[src/rtl/tcp_tx_msg_noc_in_queue_if.sv]
// NoC ingress / dispatch bundle for tcp_tx_msg_noc_in_queue.
// err_cnt exists only when TCP_TX_MSG_IN_TYPE_FILTER_EN is defined.
`ifndef NOC_DATA_WIDTH
`define NOC_DATA_WIDTH 64
`endif

interface tcp_tx_msg_noc_in_queue_if #(
    parameter int DATA_W = `NOC_DATA_WIDTH,
    parameter int DEPTH  = 4
);
    localparam int OCC_W = $clog2(DEPTH + 1);

    logic              noc_in_val;
    logic [DATA_W-1:0] noc_in_data;
    logic              noc_in_rdy;
    logic              poll_req_val;
    logic              poll_req_rdy;
    logic              tail_wr_val;
    logic              tail_wr_rdy;
    logic              sched_upd_val;
    logic              sched_upd_rdy;
    logic [DATA_W-1:0] cmd_data;
    logic [OCC_W-1:0]  fifo_occ;
`ifdef TCP_TX_MSG_IN_TYPE_FILTER_EN
    logic [15:0]       err_cnt;
`endif

    modport slave (
        input  noc_in_val,
        input  noc_in_data,
        input  poll_req_rdy,
        input  tail_wr_rdy,
        input  sched_upd_rdy,
`ifdef TCP_TX_MSG_IN_TYPE_FILTER_EN
        output err_cnt,
`endif
        output noc_in_rdy,
        output poll_req_val,
        output tail_wr_val,
        output sched_upd_val,
        output cmd_data,
        output fifo_occ
    );

    modport master (
        output noc_in_val,
        output noc_in_data,
        output poll_req_rdy,
        output tail_wr_rdy,
        output sched_upd_rdy,
`ifdef TCP_TX_MSG_IN_TYPE_FILTER_EN
        input  err_cnt,
`endif
        input  noc_in_rdy,
        input  poll_req_val,
        input  tail_wr_val,
        input  sched_upd_val,
        input  cmd_data,
        input  fifo_occ
    );
endinterface

[src/rtl/tcp_tx_msg_noc_in_queue.sv]
// TCP TX NoC ingress: DEPTH-entry header FIFO plus in-order dispatch FSM.
// Optional unknown-type drop filter: TCP_TX_MSG_IN_TYPE_FILTER_EN.
`ifndef NOC_DATA_WIDTH
`define NOC_DATA_WIDTH 64
`endif

module tcp_tx_msg_noc_in_queue #(
    parameter int DATA_W       = `NOC_DATA_WIDTH,
    parameter int DEPTH        = 4,
    parameter int MSG_TYPE_LSB = 0,
    parameter int MSG_TYPE_W   = 8,
    parameter logic [MSG_TYPE_W-1:0] REQ_TYPE = MSG_TYPE_W'(8'h01),
    parameter logic [MSG_TYPE_W-1:0] PTR_TYPE = MSG_TYPE_W'(8'h02)
) (
    input  logic                         clk,
    input  logic                         rst,
    tcp_tx_msg_noc_in_queue_if.slave     bus
);
    localparam int PTR_W = $clog2(DEPTH);
    localparam int OCC_W = $clog2(DEPTH + 1);
    localparam logic [OCC_W-1:0] FULL_OCC = OCC_W'(DEPTH);

    typedef enum logic [1:0] {
        IDLE = 2'd0,
        REQ  = 2'd1,
        PTR  = 2'd2,
        KICK = 2'd3
    } state_t;

    state_t               state_r;
    logic [DATA_W-1:0]    mem_r [DEPTH];
    logic [PTR_W-1:0]     wr_ptr_r;
    logic [PTR_W-1:0]     rd_ptr_r;
    logic [OCC_W-1:0]     occ_r;
    logic [OCC_W-1:0]     occ_nxt_s;
    logic                 noc_in_rdy_r;
    logic                 poll_req_val_r;
    logic                 tail_wr_val_r;
    logic                 sched_upd_val_r;
    logic                 push_s;
    logic                 pop_s;
    logic                 empty_s;
    logic                 drop_s;
    logic                 is_req_s;
    logic                 is_ptr_s;
    logic [DATA_W-1:0]    head_s;
    logic [MSG_TYPE_W-1:0] head_type_s;

    // Head decode, handshake qualification and drop decision
    always_comb begin
        head_s      = mem_r[rd_ptr_r];
        head_type_s = head_s[MSG_TYPE_LSB +: MSG_TYPE_W];
        is_req_s    = (head_type_s == REQ_TYPE);
        is_ptr_s    = (head_type_s == PTR_TYPE);
        empty_s     = (occ_r == {OCC_W{1'b0}});
        push_s      = bus.noc_in_val && noc_in_rdy_r;
`ifdef TCP_TX_MSG_IN_TYPE_FILTER_EN
        drop_s      = (state_r == IDLE) && !empty_s && !is_req_s && !is_ptr_s;
`else
        drop_s      = 1'b0;
`endif
        // A pointer update leaves the FIFO only once its scheduler kick completes
        pop_s       = ((state_r == REQ)  && bus.poll_req_rdy)  ||
                      ((state_r == KICK) && bus.sched_upd_rdy) ||
                      drop_s;
    end

    // Occupancy next-state: a simultaneous push and pop cancel out
    always_comb begin
        case ({push_s, pop_s})
            2'b10:   occ_nxt_s = occ_r + OCC_W'(1);
            2'b01:   occ_nxt_s = occ_r - OCC_W'(1);
            default: occ_nxt_s = occ_r;
        endcase
    end

    // FIFO storage; contents need no reset since occupancy gates their use
    always_ff @(posedge clk) begin
        if (push_s) begin
            mem_r[wr_ptr_r] <= bus.noc_in_data;
        end
    end

    // Pointers, occupancy and the registered not-full flag
    always_ff @(posedge clk) begin
        if (rst) begin
            wr_ptr_r     <= {PTR_W{1'b0}};
            rd_ptr_r     <= {PTR_W{1'b0}};
            occ_r        <= {OCC_W{1'b0}};
            noc_in_rdy_r <= 1'b1;
        end else begin
            if (push_s) begin
                wr_ptr_r <= wr_ptr_r + PTR_W'(1);
            end
            if (pop_s) begin
                rd_ptr_r <= rd_ptr_r + PTR_W'(1);
            end
            occ_r        <= occ_nxt_s;
            noc_in_rdy_r <= (occ_nxt_s != FULL_OCC);
        end
    end

    // Dispatch FSM with registered valid outputs
    always_ff @(posedge clk) begin
        if (rst) begin
            state_r         <= IDLE;
            poll_req_val_r  <= 1'b0;
            tail_wr_val_r   <= 1'b0;
            sched_upd_val_r <= 1'b0;
        end else begin
            case (state_r)
                IDLE: begin
                    if (empty_s) begin
                        state_r <= IDLE;
                    end else if (is_req_s) begin
                        state_r        <= REQ;
                        poll_req_val_r <= 1'b1;
                    end else if (is_ptr_s) begin
                        state_r       <= PTR;
                        tail_wr_val_r <= 1'b1;
                    end else begin
`ifdef TCP_TX_MSG_IN_TYPE_FILTER_EN
                        state_r       <= IDLE;
`else
                        state_r       <= PTR;
                        tail_wr_val_r <= 1'b1;
`endif
                    end
                end
                REQ: begin
                    if (bus.poll_req_rdy) begin
                        state_r        <= IDLE;
                        poll_req_val_r <= 1'b0;
                    end else begin
                        state_r <= REQ;
                    end
                end
                PTR: begin
                    if (bus.tail_wr_rdy) begin
                        state_r         <= KICK;
                        tail_wr_val_r   <= 1'b0;
                        sched_upd_val_r <= 1'b1;
                    end else begin
                        state_r <= PTR;
                    end
                end
                KICK: begin
                    if (bus.sched_upd_rdy) begin
                        state_r         <= IDLE;
                        sched_upd_val_r <= 1'b0;
                    end else begin
                        state_r <= KICK;
                    end
                end
                default: begin
                    state_r         <= IDLE;
                    poll_req_val_r  <= 1'b0;
                    tail_wr_val_r   <= 1'b0;
                    sched_upd_val_r <= 1'b0;
                end
            endcase
        end
    end

`ifdef TCP_TX_MSG_IN_TYPE_FILTER_EN
    logic [15:0] err_cnt_r;

    // Saturating count of dropped unknown-type flits
    always_ff @(posedge clk) begin
        if (rst) begin
            err_cnt_r <= 16'h0000;
        end else if (drop_s && (err_cnt_r != 16'hFFFF)) begin
            err_cnt_r <= err_cnt_r + 16'h0001;
        end
    end

    assign bus.err_cnt = err_cnt_r;
`endif

    assign bus.noc_in_rdy    = noc_in_rdy_r;
    assign bus.poll_req_val  = poll_req_val_r;
    assign bus.tail_wr_val   = tail_wr_val_r;
    assign bus.sched_upd_val = sched_upd_val_r;
    assign bus.cmd_data      = head_s;
    assign bus.fifo_occ      = occ_r;

endmodule

[src/flat_wrapper.sv]
// flat-port wrapper written by rule: the top's interface ports become plain ports
module tcp_tx_msg_noc_in_queue_flat 
#(
    parameter int DATA_W       = `NOC_DATA_WIDTH,
    parameter int DEPTH        = 4,
    parameter int MSG_TYPE_LSB = 0,
    parameter int MSG_TYPE_W   = 8,
    parameter logic [MSG_TYPE_W-1:0] REQ_TYPE = MSG_TYPE_W'(8'h01),
    parameter logic [MSG_TYPE_W-1:0] PTR_TYPE = MSG_TYPE_W'(8'h02)
)
  (clk, rst, bus_noc_in_val, bus_noc_in_data, bus_poll_req_rdy, bus_tail_wr_rdy, bus_sched_upd_rdy, bus_noc_in_rdy, bus_poll_req_val, bus_tail_wr_val, bus_sched_upd_val, bus_cmd_data, bus_fifo_occ);
  tcp_tx_msg_noc_in_queue_if #(.DATA_W(DATA_W), .DEPTH(DEPTH)) bus_i ();
  input  logic clk;
  input  logic rst;
  input wire logic [$bits(bus_i.noc_in_val)-1:0] bus_noc_in_val;
  input wire logic [$bits(bus_i.noc_in_data)-1:0] bus_noc_in_data;
  input wire logic [$bits(bus_i.poll_req_rdy)-1:0] bus_poll_req_rdy;
  input wire logic [$bits(bus_i.tail_wr_rdy)-1:0] bus_tail_wr_rdy;
  input wire logic [$bits(bus_i.sched_upd_rdy)-1:0] bus_sched_upd_rdy;
  output wire logic [$bits(bus_i.noc_in_rdy)-1:0] bus_noc_in_rdy;
  output wire logic [$bits(bus_i.poll_req_val)-1:0] bus_poll_req_val;
  output wire logic [$bits(bus_i.tail_wr_val)-1:0] bus_tail_wr_val;
  output wire logic [$bits(bus_i.sched_upd_val)-1:0] bus_sched_upd_val;
  output wire logic [$bits(bus_i.cmd_data)-1:0] bus_cmd_data;
  output wire logic [$bits(bus_i.fifo_occ)-1:0] bus_fifo_occ;
  assign bus_i.noc_in_val = bus_noc_in_val;
  assign bus_i.noc_in_data = bus_noc_in_data;
  assign bus_i.poll_req_rdy = bus_poll_req_rdy;
  assign bus_i.tail_wr_rdy = bus_tail_wr_rdy;
  assign bus_i.sched_upd_rdy = bus_sched_upd_rdy;
  assign bus_noc_in_rdy = bus_i.noc_in_rdy;
  assign bus_poll_req_val = bus_i.poll_req_val;
  assign bus_tail_wr_val = bus_i.tail_wr_val;
  assign bus_sched_upd_val = bus_i.sched_upd_val;
  assign bus_cmd_data = bus_i.cmd_data;
  assign bus_fifo_occ = bus_i.fifo_occ;
  tcp_tx_msg_noc_in_queue #(.DATA_W(DATA_W), .DEPTH(DEPTH), .MSG_TYPE_LSB(MSG_TYPE_LSB), .MSG_TYPE_W(MSG_TYPE_W), .REQ_TYPE(REQ_TYPE), .PTR_TYPE(PTR_TYPE)) u_core (.clk(clk), .rst(rst), .bus(bus_i));
endmodule
[config.mk]
export PLATFORM = sky130hd
export DESIGN_NAME = tcp_tx_msg_noc_in_queue_flat
export DESIGN_NICKNAME = d
export VERILOG_FILES = /design/src/rtl/tcp_tx_msg_noc_in_queue_if.sv /design/src/rtl/tcp_tx_msg_noc_in_queue.sv /design/src/flat_wrapper.sv
export SDC_FILE = /design/constraint.sdc
export NUM_CORES = 1
export LEC_CHECK = 0
export ABC_AREA = 1
export ABC_CLOCK_PERIOD_IN_PS = 4600
export BUFFER_PORTS_ARGS = -buffer_cell sky130_fd_sc_hd__buf_2
export CORE_MARGIN = 2
export CORE_UTILIZATION = 40
export CTS_CLUSTER_SIZE = 24
export DETAILED_ROUTE_END_ITERATION = 10
export PLACE_DENSITY_LB_ADDON = 0.3
export SLEW_MARGIN = 20
export SYNTH_ARGS = -nofsm -noshare
export SYNTH_HDL_FRONTEND = slang
export SYNTH_SLANG_ARGS = --single-unit
[constraint.sdc]
create_clock -name clk -period 4.6 [get_ports clk]
set_clock_uncertainty 0.15 [all_clocks]
set_input_delay 0.46 -clock clk [delete_from_list [all_inputs] [get_ports clk]]
set_output_delay 0.46 -clock clk [all_outputs]
set_load 0.01 [all_outputs]
==> flow_metrics.tcl, run 1 <==
set metrics [dict create \
    gr-total-overflow 0 \
    synth-warning-count 0 \
    area.growth.synth_to_final_pct 24.9 \
    status "complete, no violations" \
    finalCriticalPeriod_ns 3.24 \
    report.final.setup_viol 0 \
    min_path_type "in2reg" \
    detail_route.drc_violations 0 \
    cts_max_path_buffers 3 \
    vdd_ir_drop_max_mv 0.311 \
    ys_top_cells_by_area "sky130_fd_sc_hd__edfxtp_1 (75%), sky130_fd_sc_hd__nor2_1 (4.6%), sky130_fd_sc_hd__o21ai_0 (4.3%), sky130_fd_sc_hd__o22ai_1 (3.4%), sky130_fd_sc_hd__dfxtp_1 (2.9%)" \
    final-max-slew-violation-count 0 \
    arrival_ns 2.63 \
    first_pass_iteration_count_of_the_detailed_router 4 \
    setup.worst_path.start_class "flip-flop" \
    numClockSinks 271 \
    dieHeight_um 164 \
    initial_antenna_violation_count 1 \
    synth.avg_cell_area_um2 13.8 \
    netlist_instances 737 \
    max_cap_violations 0 \
    grt_first_pass_wirelength_um 34500 \
    synth_fp_nets 813 \
    overall_die_width_um 164 \
    post-place-ws_ns 1.88 \
    netlist_area_mm2 0.0102 \
    synth_cell_type_count 23 \
    worstSetupEndpointType "output pin" \
    reg2reg_slack_ns 1.99 \
    starting_density_of_the_core_pct 40.6 \
    port_buffers 140 \
    fillCellCount 2239 \
    timing.max_slew.rel_slack_pct 29.9 \
    layout_worst_path_cycle_share_pct 70.5 \
    timing_worst_slew_pin_value_ns 1.05 \
    leakagePower_nw 4.62 \
    crit_path_kind "reg2out" \
    cts_setup_buffers 0 \
    finalNetCount 1007 \
    post-dp-hpwl_um 12400 \
    vias_in_the_first_global_route 6333 \
    coreArea_mm2 0.0251 \
    pin_count_of_the_biggest_net_entering_global_routing 106 \
    fin_setup_tns_ns 0 \
    grt_usage_pct 16.7 \
    dieArea_mm2 0.0268 \
    worstSkewPairLatency_ns 0.56 \
    drt-total-wl_um 22500 \
    final_critical_path_setup_slack_ns 1.36 \
    drt_first_iter_violations 529 \
    yosys.area.top_type_share_pct 75.4 \
    worst_ep_required_time_ns 3.99 \
    clk_pin_slew_worst_paths_ns 0.06 \
    final_hold_violating_endpoints 0 \
    finalPower_mw 5.74 \
    synth_top_cell_by_area "sky130_fd_sc_hd__edfxtp_1" \
    yosys_register_bits 271 \
    critPathMaxFanout 105 \
    placement_rows 58 \
    fmaxAchievable_mhz 309 \
    cts_htree_levels 1 \
    powerDensity_mw_per_mm2 451 \
    avgViaCountPerCell 5.00 \
    io_pins 141 \
    cts.root.buffer_cell "sky130_fd_sc_hd__clkbuf_16" \
    tritoncts "yes" \
    gp_routability_congestion 0.755 \
    rsz0062_at_grt "no" \
    numCtsBuffers 28 \
    final_layout_size_suffix_gt1_share_pct 20.9 \
    yosysSeqAreaShare_pct 78.4 \
    dr_total_vias 6419 \
    antenna_violating_nets_post_route 0 \
    post_drt_wl_per_cell_um 17.6 \
]
[final cells by class]
class / instances / area (um2) / share of cell area, %
Tap cell: 330 / 413 / 3.24
Clock buffer: 34 / 723 / 5.68
Multi-Input combinational cell: 399 / 1940 / 15.2
Inverter: 27 / 104 / 0.816
Sequential cell: 271 / 7990 / 62.8
Clock inverter: 17 / 239 / 1.88
Antenna cell: 1 / 2.50 / 0.0197
Timing Repair Buffer: 204 / 1320 / 10.4
[worst max-delay path, stage by stage (launching register included)]
cell and delay [ns]:
sky130_fd_sc_hd__dfxtp_4 0.51, sky130_fd_sc_hd__buf_4 0.83, sky130_fd_sc_hd__o21ai_0 0.22, sky130_fd_sc_hd__o22ai_1 0.27
sky130_fd_sc_hd__buf_2 0.18
[power breakdown]
| part | internal [mW] | leakage, nW | switching [mW] |
|---|---|---|---|
| Clock | 1.45 | 0.462 | 0.906 |
| Combinational | 0.182 | 1.68 | 0.326 |
| Sequential | 2.83 | 2.47 | 0.0378 |
[logic make-up after synthesis]
logic type / count (synthesis) / synth area share (%)
AO/OA/AOI/OAI: 184 / 9.72
flip-flops: 271 / 78.4
buffers and inverters: 67 / 2.91
adder cells (fa/ha/maj): 6 / 0.810
AND/OR/NAND/NOR: 208 / 8.08
XOR/XNOR: 1 / 0.0860
[metal layers]
layer / vias to the layer above / global-route usage, % / share of wire, %
li1: 3093 / - / -
met1: 3140 / 21.5 / 43
met2: 156 / 29.2 / 50
met3: 30 / 2.67 / 4.7
met4: 0 / 4.86 / 2.1
met5: - / 0 / 0
[through the flow]
| step | util, % | instance area [um2] | hold slack [ns] | cells |
|---|---|---|---|---|
| after floorplan | - | 10200 | 0.268 | 737 |
| after global placement | 44.7 | 11200 | 0.272 | 1176 |
| after detailed placement | 44.7 | 11200 | 0.283 | 1176 |
| after CTS | 50.7 | 12700 | 0.00175 | 1282 |
| after global routing | 50.7 | 12700 | 0.00360 | 1283 |
| final | 50.7 | 12700 | 0.00802 | 1283 |
[cells in the final DEF, fill, tap and decap left out]
cell type	count
sky130_fd_sc_hd__clkinv_4	1
sky130_fd_sc_hd__inv_1	21
sky130_fd_sc_hd__dfxtp_1	13
sky130_fd_sc_hd__nor2_1	120
sky130_fd_sc_hd__edfxtp_1	256
sky130_fd_sc_hd__clkbuf_1	6
sky130_fd_sc_hd__nand2_1	56
sky130_fd_sc_hd__clkinv_1	9
sky130_fd_sc_hd__inv_2	5
sky130_fd_sc_hd__nor2_2	2
sky130_fd_sc_hd__ha_1	5
sky130_fd_sc_hd__o21ai_0	88
sky130_fd_sc_hd__nor3b_1	1
sky130_fd_sc_hd__buf_4	9
sky130_fd_sc_hd__diode_2	1
sky130_fd_sc_hd__o22ai_1	56
sky130_fd_sc_hd__nand4_1	1
sky130_fd_sc_hd__bufinv_16	6
sky130_fd_sc_hd__dfxtp_4	1
sky130_fd_sc_hd__o21ai_1	30
sky130_fd_sc_hd__clkbuf_16	28
sky130_fd_sc_hd__dfxtp_2	1
sky130_fd_sc_hd__buf_2	140
sky130_fd_sc_hd__xnor2_1	1
sky130_fd_sc_hd__nor2_4	4
sky130_fd_sc_hd__a21oi_1	10
sky130_fd_sc_hd__or2_1	1
sky130_fd_sc_hd__clkinv_8	1
sky130_fd_sc_hd__fa_1	1
sky130_fd_sc_hd__inv_4	1
sky130_fd_sc_hd__dlygate4sd3_1	55
sky130_fd_sc_hd__nand3_1	19
sky130_fd_sc_hd__nor3_1	4
[state kept, by name (all words and copies together) (netlist names), named ones only]
| register | count |
|---|---|
| u_core.bus.noc_in_rdy | 1 |
| u_core.mem_r | 256 |
| u_core.bus.poll_req_val | 1 |
| u_core.bus.sched_upd_val | 1 |
| u_core.state_r | 2 |
| u_core.bus.tail_wr_val | 1 |
| u_core.bus.fifo_occ | 3 |
| u_core.rd_ptr_r | 2 |
| u_core.wr_ptr_r | 2 |
[repair_timing]
item / in CTS / in global routing
hold endpoints to repair: 219 / 0
hold buffers: 55 / 0
gates resized for setup: 0 / 0
[path summary, 6_finish.rpt]
check                           start                  end  cells past startpoint
setup / recovery            flip-flop     bus_cmd_data[31]                      4
hold reg to reg    u_core.rd_ptr_r[1]            flip-flop                      1
hold / removal    bus_noc_in_data[43]  u_core.mem_r[2][43]                      1
setup reg to reg            flip-flop    u_core.state_r[1]                     11
[cells in the mapped netlist (all sizes together)]
cell / instances
edfxtp: 256
nor2: 126
o21ai: 118
nand2: 56
o22ai: 56
inv: 27
clkbuf: 21
buf: 19
nand3: 19
dfxtp: 15
a21oi: 10
ha: 5
nor3: 4
fa: 1
nand4: 1
nor3b: 1
or2: 1
xnor2: 1
(Power assumes the default switching activity.)
==> run 2: changes to the inputs <==
--- a/config.mk
+++ b/config.mk
@@ -5,8 +5,8 @@
 export SDC_FILE = /design/constraint.sdc
 export NUM_CORES = 1
 export LEC_CHECK = 0
-export ABC_AREA = 1
-export ABC_CLOCK_PERIOD_IN_PS = 4600
+export ABC_AREA = 0
+export ABC_CLOCK_PERIOD_IN_PS = 3220
 export BUFFER_PORTS_ARGS = -buffer_cell sky130_fd_sc_hd__buf_2
 export CORE_MARGIN = 2
 export CORE_UTILIZATION = 40
==> constraint.sdc (replaced) <==
create_clock -name clk -period 3.22 [get_ports clk]
set_clock_uncertainty 0.15 [all_clocks]
set_input_delay 0.322 -clock clk [delete_from_list [all_inputs] [get_ports clk]]
set_output_delay 0.322 -clock clk [all_outputs]
set_load 0.01 [all_outputs]
==> run 2 against run 1 <==
Setup slack got worse by 0.80 ns; via count decreased by 23%; non-clock buffer count increased by 12; final cell count decreased by 23%.
==> flow_metrics.tcl, run 2 <==
set metrics [dict create \
    grt_first_pass_wirelength_um 29600 \
    io_pins 141 \
    synth_cell_type_count 32 \
    reg2reg_slack_ns 0.74 \
    layout_common_cells "sky130_fd_sc_hd__edfxtp_1 (256), sky130_fd_sc_hd__buf_2 (140), sky130_fd_sc_hd__dlygate4sd3_1 (68)" \
    min_path_type "in2reg" \
    final_common_cell "sky130_fd_sc_hd__edfxtp_1" \
    max_cap_violations 0 \
    timing_worst_slew_pin_value_ns 0.588 \
    detail_route.drc_violations 0 \
    final_hold_violating_endpoints 0 \
    cts.root.buffer_cell "sky130_fd_sc_hd__clkbuf_16" \
    critPathMaxFanout 37 \
    synth-warning-count 0 \
    post_cts_resized 0 \
    synth_fp_nets 494 \
    fin_worst_hold_slack_ns 0.0549 \
    drt_first_iter_violations 290 \
    arrival_ns 2.19 \
    largest_register_ffs 256 \
    report.final.setup_viol 0 \
    coreArea_mm2 0.0243 \
    cts_hold_buf 68 \
    layout_worst_path_cycle_share_pct 82.5 \
    netlist_area_mm2 0.00993 \
    async_flop_share_pct 0 \
    fin_setup_tns_ns 0 \
    synth.avg_cell_area_um2 23.8 \
    final-max-slew-violation-count 0 \
    antenna_violating_nets_post_route 0 \
    dieHeight_um 162 \
    numClockSinks 271 \
    tritoncts "yes" \
    placement_rows 57 \
    antennaDiodeCount 0 \
    cts_max_path_buffers 3 \
    fmaxAchievable_mhz 376 \
    status "complete, no violations" \
    first_pass_iteration_count_of_the_detailed_router 4 \
    avgViaCountPerCell 4.98 \
    starting_density_of_the_core_pct 40.8 \
    numCtsBuffers 28 \
    rsz0062_at_grt "no" \
    final_layout_size_suffix_gt1_share_pct 38.9 \
    critical_path.max_stage_delay_ns 0.71 \
    timing.critical_path.slowest_stage_cell "sky130_fd_sc_hd__dfxtp_4" \
    dr_total_vias 4945 \
    setup.worst_path.start_class "flip-flop" \
    timing.max_slew.rel_slack_pct 60.5 \
    pin_count_of_the_biggest_net_entering_global_routing 38 \
    ys_top_cells_by_area "sky130_fd_sc_hd__edfxtp_1 (77%), sky130_fd_sc_hd__mux4_2 (15%), sky130_fd_sc_hd__dfxtp_1 (3.0%), sky130_fd_sc_hd__ha_1 (0.63%), sky130_fd_sc_hd__a21oi_1 (0.35%)" \
    worstSetupEndpointType "output pin" \
    post_drt_wl_per_cell_um 19.1 \
    post-dp-hpwl_um 11100 \
    worstSkewPairLatency_ns 0.52 \
    leakagePower_nw 4.33 \
    grt_usage_pct 14.7 \
    synth_most_common_cell "sky130_fd_sc_hd__edfxtp_1" \
    worst_ep_required_time_ns 2.75 \
    netlist_instances 418 \
    critical_r2r_launch "u_core.state_r[1]" \
    top_reg_by_flops "u_core.mem_r" \
    number_of_flops_mapped_to_enable_cells_by_yosys 256 \
    yosysSeqAreaShare_pct 80.4 \
    dieArea_mm2 0.0261 \
    vdd_ir_drop_max_mv 0.404 \
    initial_antenna_violation_count 1 \
    vias_in_the_first_global_route 5373 \
    yosys.area.top_type_share_pct 77.4 \
    overall_die_width_um 162 \
    clk_pin_slew_worst_paths_ns 0.06 \
    timing.critical_path.cells "buf_4 -> mux4_2 -> buf_2" \
    finalNetCount 724 \
    yosys_register_bits 271 \
    synth.cells.most_frequent "sky130_fd_sc_hd__edfxtp_1 (256), sky130_fd_sc_hd__mux4_2 (64), sky130_fd_sc_hd__dfxtp_1 (15)" \
    area.growth.synth_to_final_pct 28.0 \
    port_buffers 140 \
    finalCriticalPeriod_ns 2.66 \
    powerDensity_mw_per_mm2 623 \
    crit_path_kind "reg2out" \
    cts_htree_levels 1 \
    cts_setup_buffers 0 \
    synthFlopType "sky130_fd_sc_hd__edfxtp_1" \
    drt-total-wl_um 19000 \
    gr-total-overflow 0 \
    hold_path_startpoint "bus_tail_wr_rdy" \
    synth_top_cell_by_area "sky130_fd_sc_hd__edfxtp_1" \
    gp_routability_congestion 0.675 \
]
==> run 2: cell type report <==
| cell class | instances | area (um2) |
|---|---|---|
| Multi-Input combinational cell | 122 | 1860 |
| Timing Repair Buffer | 216 | 1520 |
| Clock buffer | 36 | 782 |
| Sequential cell | 271 | 8000 |
| Tap cell | 324 | 405 |
| Fill cell | 1908 | 11600 |
| Clock inverter | 15 | 123 |
| Inverter | 9 | 33.8 |
==> run 2: worst paths after layout <==
| path | end | depth (start not counted) |
|---|---|---|
| worst min register to register | u_core.rd_ptr_r[1] | 2 |
| worst max-delay path | bus_cmd_data[44] | 3 |
| worst max register to register | u_core.bus.noc_in_rdy | 9 |
| worst min-delay path | u_core.bus.tail_wr_val | 4 |
==> run 2: worst max-delay path: cells and delay by family, from the launching register on <==
kind / cells / cell delay (ns)
buf+inv: 2 / 0.57
flops: 1 / 0.71
mux: 1 / 0.36
==> run 2: logic make-up after synthesis <==
family | after synthesis | synth area share, %
xor gates and xnor gates | 5 | 0.441
and+or+nand+nor | 30 | 1.57
adders and majority gates | 6 | 0.831
DFF | 271 | 80.4
muxes | 66 | 14.7
buffers and inverters | 25 | 1.11
AOI/OAI and AO/OA | 15 | 0.932
==> run 2: layer usage <==
layer	vias up	GRT usage, %	wire (um)
li1	2226	-	-
met1	2552	18.3	7950
met2	132	26.3	9740
met3	33	2.47	796
met4	2	4.34	453
met5	-	0	13
==> run 2: through the flow <==
stage	setup slack (ns)	instances	utilization [%]	cell area, um2	power, mW
detailed placement	0.699	874	45.8	11100	4.82
floorplan	0.540	418	-	9930	4.53
CTS	0.478	993	52.3	12700	8.02
global placement	0.836	874	45.8	11100	4.79
global route	0.427	993	52.3	12700	8.21
finish	0.562	993	52.3	12700	7.91
==> run 2: power breakdown <==
part	switching, mW	leakage (nW)	total, mW	internal (mW)
clock	1.25	0.451	3.11	1.86
combinational	0.352	1.40	0.683	0.330
sequential	0.0633	2.47	4.12	4.06
total	1.67	4.33	7.91	6.25
==> run 3: changes to the inputs <==
--- a/config.mk
+++ b/config.mk
@@ -5,8 +5,8 @@
 export SDC_FILE = /design/constraint.sdc
 export NUM_CORES = 1
 export LEC_CHECK = 0
-export ABC_AREA = 0
-export ABC_CLOCK_PERIOD_IN_PS = 3220
+export ABC_AREA = 1
+export ABC_CLOCK_PERIOD_IN_PS = 2700
 export BUFFER_PORTS_ARGS = -buffer_cell sky130_fd_sc_hd__buf_2
 export CORE_MARGIN = 2
 export CORE_UTILIZATION = 40
==> constraint.sdc (replaced) <==
create_clock -name clk -period 2.7 [get_ports clk]
set_clock_uncertainty 0.15 [all_clocks]
set_input_delay 0.27 -clock clk [delete_from_list [all_inputs] [get_ports clk]]
set_output_delay 0.27 -clock clk [all_outputs]
set_load 0.01 [all_outputs]
==> run 3 against run 2 <==
Count of clock-buffer cells in the layout is 3 lower; cell area is 1.5% higher; hold slack worse by 0.017 ns; routed wire length up 17%; critical path type unchanged; largest cell class unchanged; largest power group unchanged.
==> flow_metrics.tcl, run 3 (synthesis gave the netlist of run 1 again) <==
set metrics [dict create \
    post-place-ws_ns 0.649 \
    initial_antenna_violation_count 0 \
    post_drt_wl_per_cell_um 17.0 \
    critPathMaxFanout 42 \
    largest_register_ffs 256 \
    reg2reg_depth 11 \
    finalNetCount 1027 \
    drt_first_iter_violations 372 \
    cts_setup_buffers 0 \
    overall_die_width_um 164 \
    gr-total-overflow 0 \
    cts_hold_buf 69 \
    cts_htree_levels 1 \
    starting_density_of_the_core_pct 40.6 \
    numClockSinks 271 \
    powerDensity_mw_per_mm2 732 \
    hold_path_depth 6 \
    timing.max_slew.rel_slack_pct 63.7 \
    final_cell_count_no_fill 1302 \
    dieArea_mm2 0.0268 \
    rsz0062_at_grt "no" \
    tritoncts "yes" \
    vdd_ir_drop_max_mv 0.503 \
    top_reg_by_flops "u_core.mem_r" \
    max_cap_violations 0 \
    detail_route.drc_violations 0 \
    io_pins 141 \
    critical_path.max_stage_delay_ns 0.36 \
    grt_first_pass_wirelength_um 33800 \
    clk_pin_slew_worst_paths_ns 0.06 \
    final_common_cell "sky130_fd_sc_hd__edfxtp_1" \
    first_pass_iteration_count_of_the_detailed_router 4 \
    crit_path_kind "reg2out" \
    worstSetupEndpointType "output pin" \
    hold_path_startpoint "bus_sched_upd_rdy" \
    finalPower_mw 9.45 \
    placement_rows 58 \
    arrival_ns 2.07 \
    numCtsBuffers 28 \
    drt-total-wl_um 22100 \
    worst_ep_required_time_ns 2.28 \
    timing.critical_path.cells "inv_4 -> buf_4 -> o21ai_0 -> o22ai_1 -> buf_2" \
    post-dp-hpwl_um 11800 \
    min_path_type "in2reg" \
    dr_total_vias 6532 \
    dieHeight_um 164 \
    final-max-slew-violation-count 0 \
    cts_max_path_buffers 3 \
    final_hold_violating_endpoints 0 \
    vias_in_the_first_global_route 6248 \
    grt_usage_pct 16.3 \
    hold_end "u_core.state_r[1]" \
    antenna_violating_nets_post_route 0 \
    timing_worst_slew_pin_value_ns 0.544 \
    fmaxAchievable_mhz 401 \
    gp_routability_congestion 0.739 \
    layout_worst_path_cycle_share_pct 92.4 \
    antennaDiodeCount 0 \
    setup.worst_path.start_class "flip-flop" \
    report.final.setup_viol 0 \
    cts.root.buffer_cell "sky130_fd_sc_hd__clkbuf_16" \
    leakagePower_nw 4.70 \
    final_critical_path_setup_slack_ns 0.206 \
    post_cts_resized 0 \
    port_buffers 140 \
    worstSkewPairLatency_ns 0.55 \
    dp.cells 1182 \
    avgViaCountPerCell 5.02 \
    layout_common_cells "sky130_fd_sc_hd__edfxtp_1 (256), sky130_fd_sc_hd__buf_2 (140), sky130_fd_sc_hd__nor2_1 (120)" \
    reg2reg_slack_ns 0.29 \
    coreArea_mm2 0.0251 \
    pin_count_of_the_biggest_net_entering_global_routing 130 \
    status "complete, no violations" \
    timing.critical_path.slowest_stage_cell "sky130_fd_sc_hd__dfxtp_4" \
    crit-reg2reg-capture "u_core.bus.tail_wr_val" \
    finalCriticalPeriod_ns 2.49 \
    area.growth.synth_to_final_pct 26.6 \
    final_layout_size_suffix_gt1_share_pct 21.4 \
]
run 3: changes by cell type in the layout (fill, tap and decap cells not counted), moves of 5 or more:
cell	before	now
sky130_fd_sc_hd__buf_4	2	9
sky130_fd_sc_hd__inv_2	0	5
sky130_fd_sc_hd__mux4_2	64	0
sky130_fd_sc_hd__nand2_1	5	56
sky130_fd_sc_hd__o21ai_1	0	30
sky130_fd_sc_hd__nor2_1	8	120
sky130_fd_sc_hd__o22ai_1	0	56
sky130_fd_sc_hd__nand3_1	1	19
sky130_fd_sc_hd__o21ai_0	3	88
sky130_fd_sc_hd__inv_1	9	21
run 3: area by class of cell:
class                   count  area (um2)
clock buffers              33         719
repair buffers            224        1580
inverters                  27         104
well taps                 330         413
clock inverters            18         160
fillers                  2180       12200
multi-input cells         399        1940
flip-flops and latches    271        7990
run 3: routing by layer:
metal,vias to the layer above,global-route usage [%],wire length [um]
met4,0,4.78,374
met1,3167,21.5,9370
met2,186,27.4,11000
met3,35,3.25,1390
met5,-,0,0
li1,3144,-,-
run 3: metrics by stage:
stage | cell area [um2] | util (%) | hold WS [ns] | TNS [ns]
finish | 12900 | 51.4 | 0.0381 | 0
global route | 12900 | 51.4 | 0.0787 | 0
CTS | 12900 | 51.4 | 0.0152 | 0
detailed placement | 11300 | 45.1 | 0.284 | 0
global placement | 11300 | 45.1 | 0.277 | 0
floorplan | 10200 | - | 0.189 | -39.43
run 3: worst max-delay path by stage:
stage | endpoint | cells after the start | start
2_1_floorplan | u_core.mem_r[0][0] | 2 | u_core.bus.noc_in_rdy
3_3_place_gp | u_core.bus.noc_in_rdy | 9 | u_core.state_r[0]
3_5_place_dp | u_core.bus.noc_in_rdy | 9 | u_core.state_r[1]
4_1_cts | bus_cmd_data[36] | 5 | flip-flop
5_1_grt | bus_cmd_data[36] | 5 | flip-flop
6_report | bus_cmd_data[29] | 5 | flip-flop
run 3: critical path: cells and delay by family, from the launching register on:
| family | cells | cell delay, ns |
|---|---|---|
| flip-flops | 1 | 0.36 |
| AO/OA/AOI/OAI | 2 | 0.30 |
| buffers and inverters | 3 | 0.87 |
run 3: power by group:
part / switching, mW / internal (mW)
Sequential: 0.0570 / 4.83
Clock: 1.55 / 2.10
Combinational: 0.568 / 0.350
Total: 2.17 / 7.27
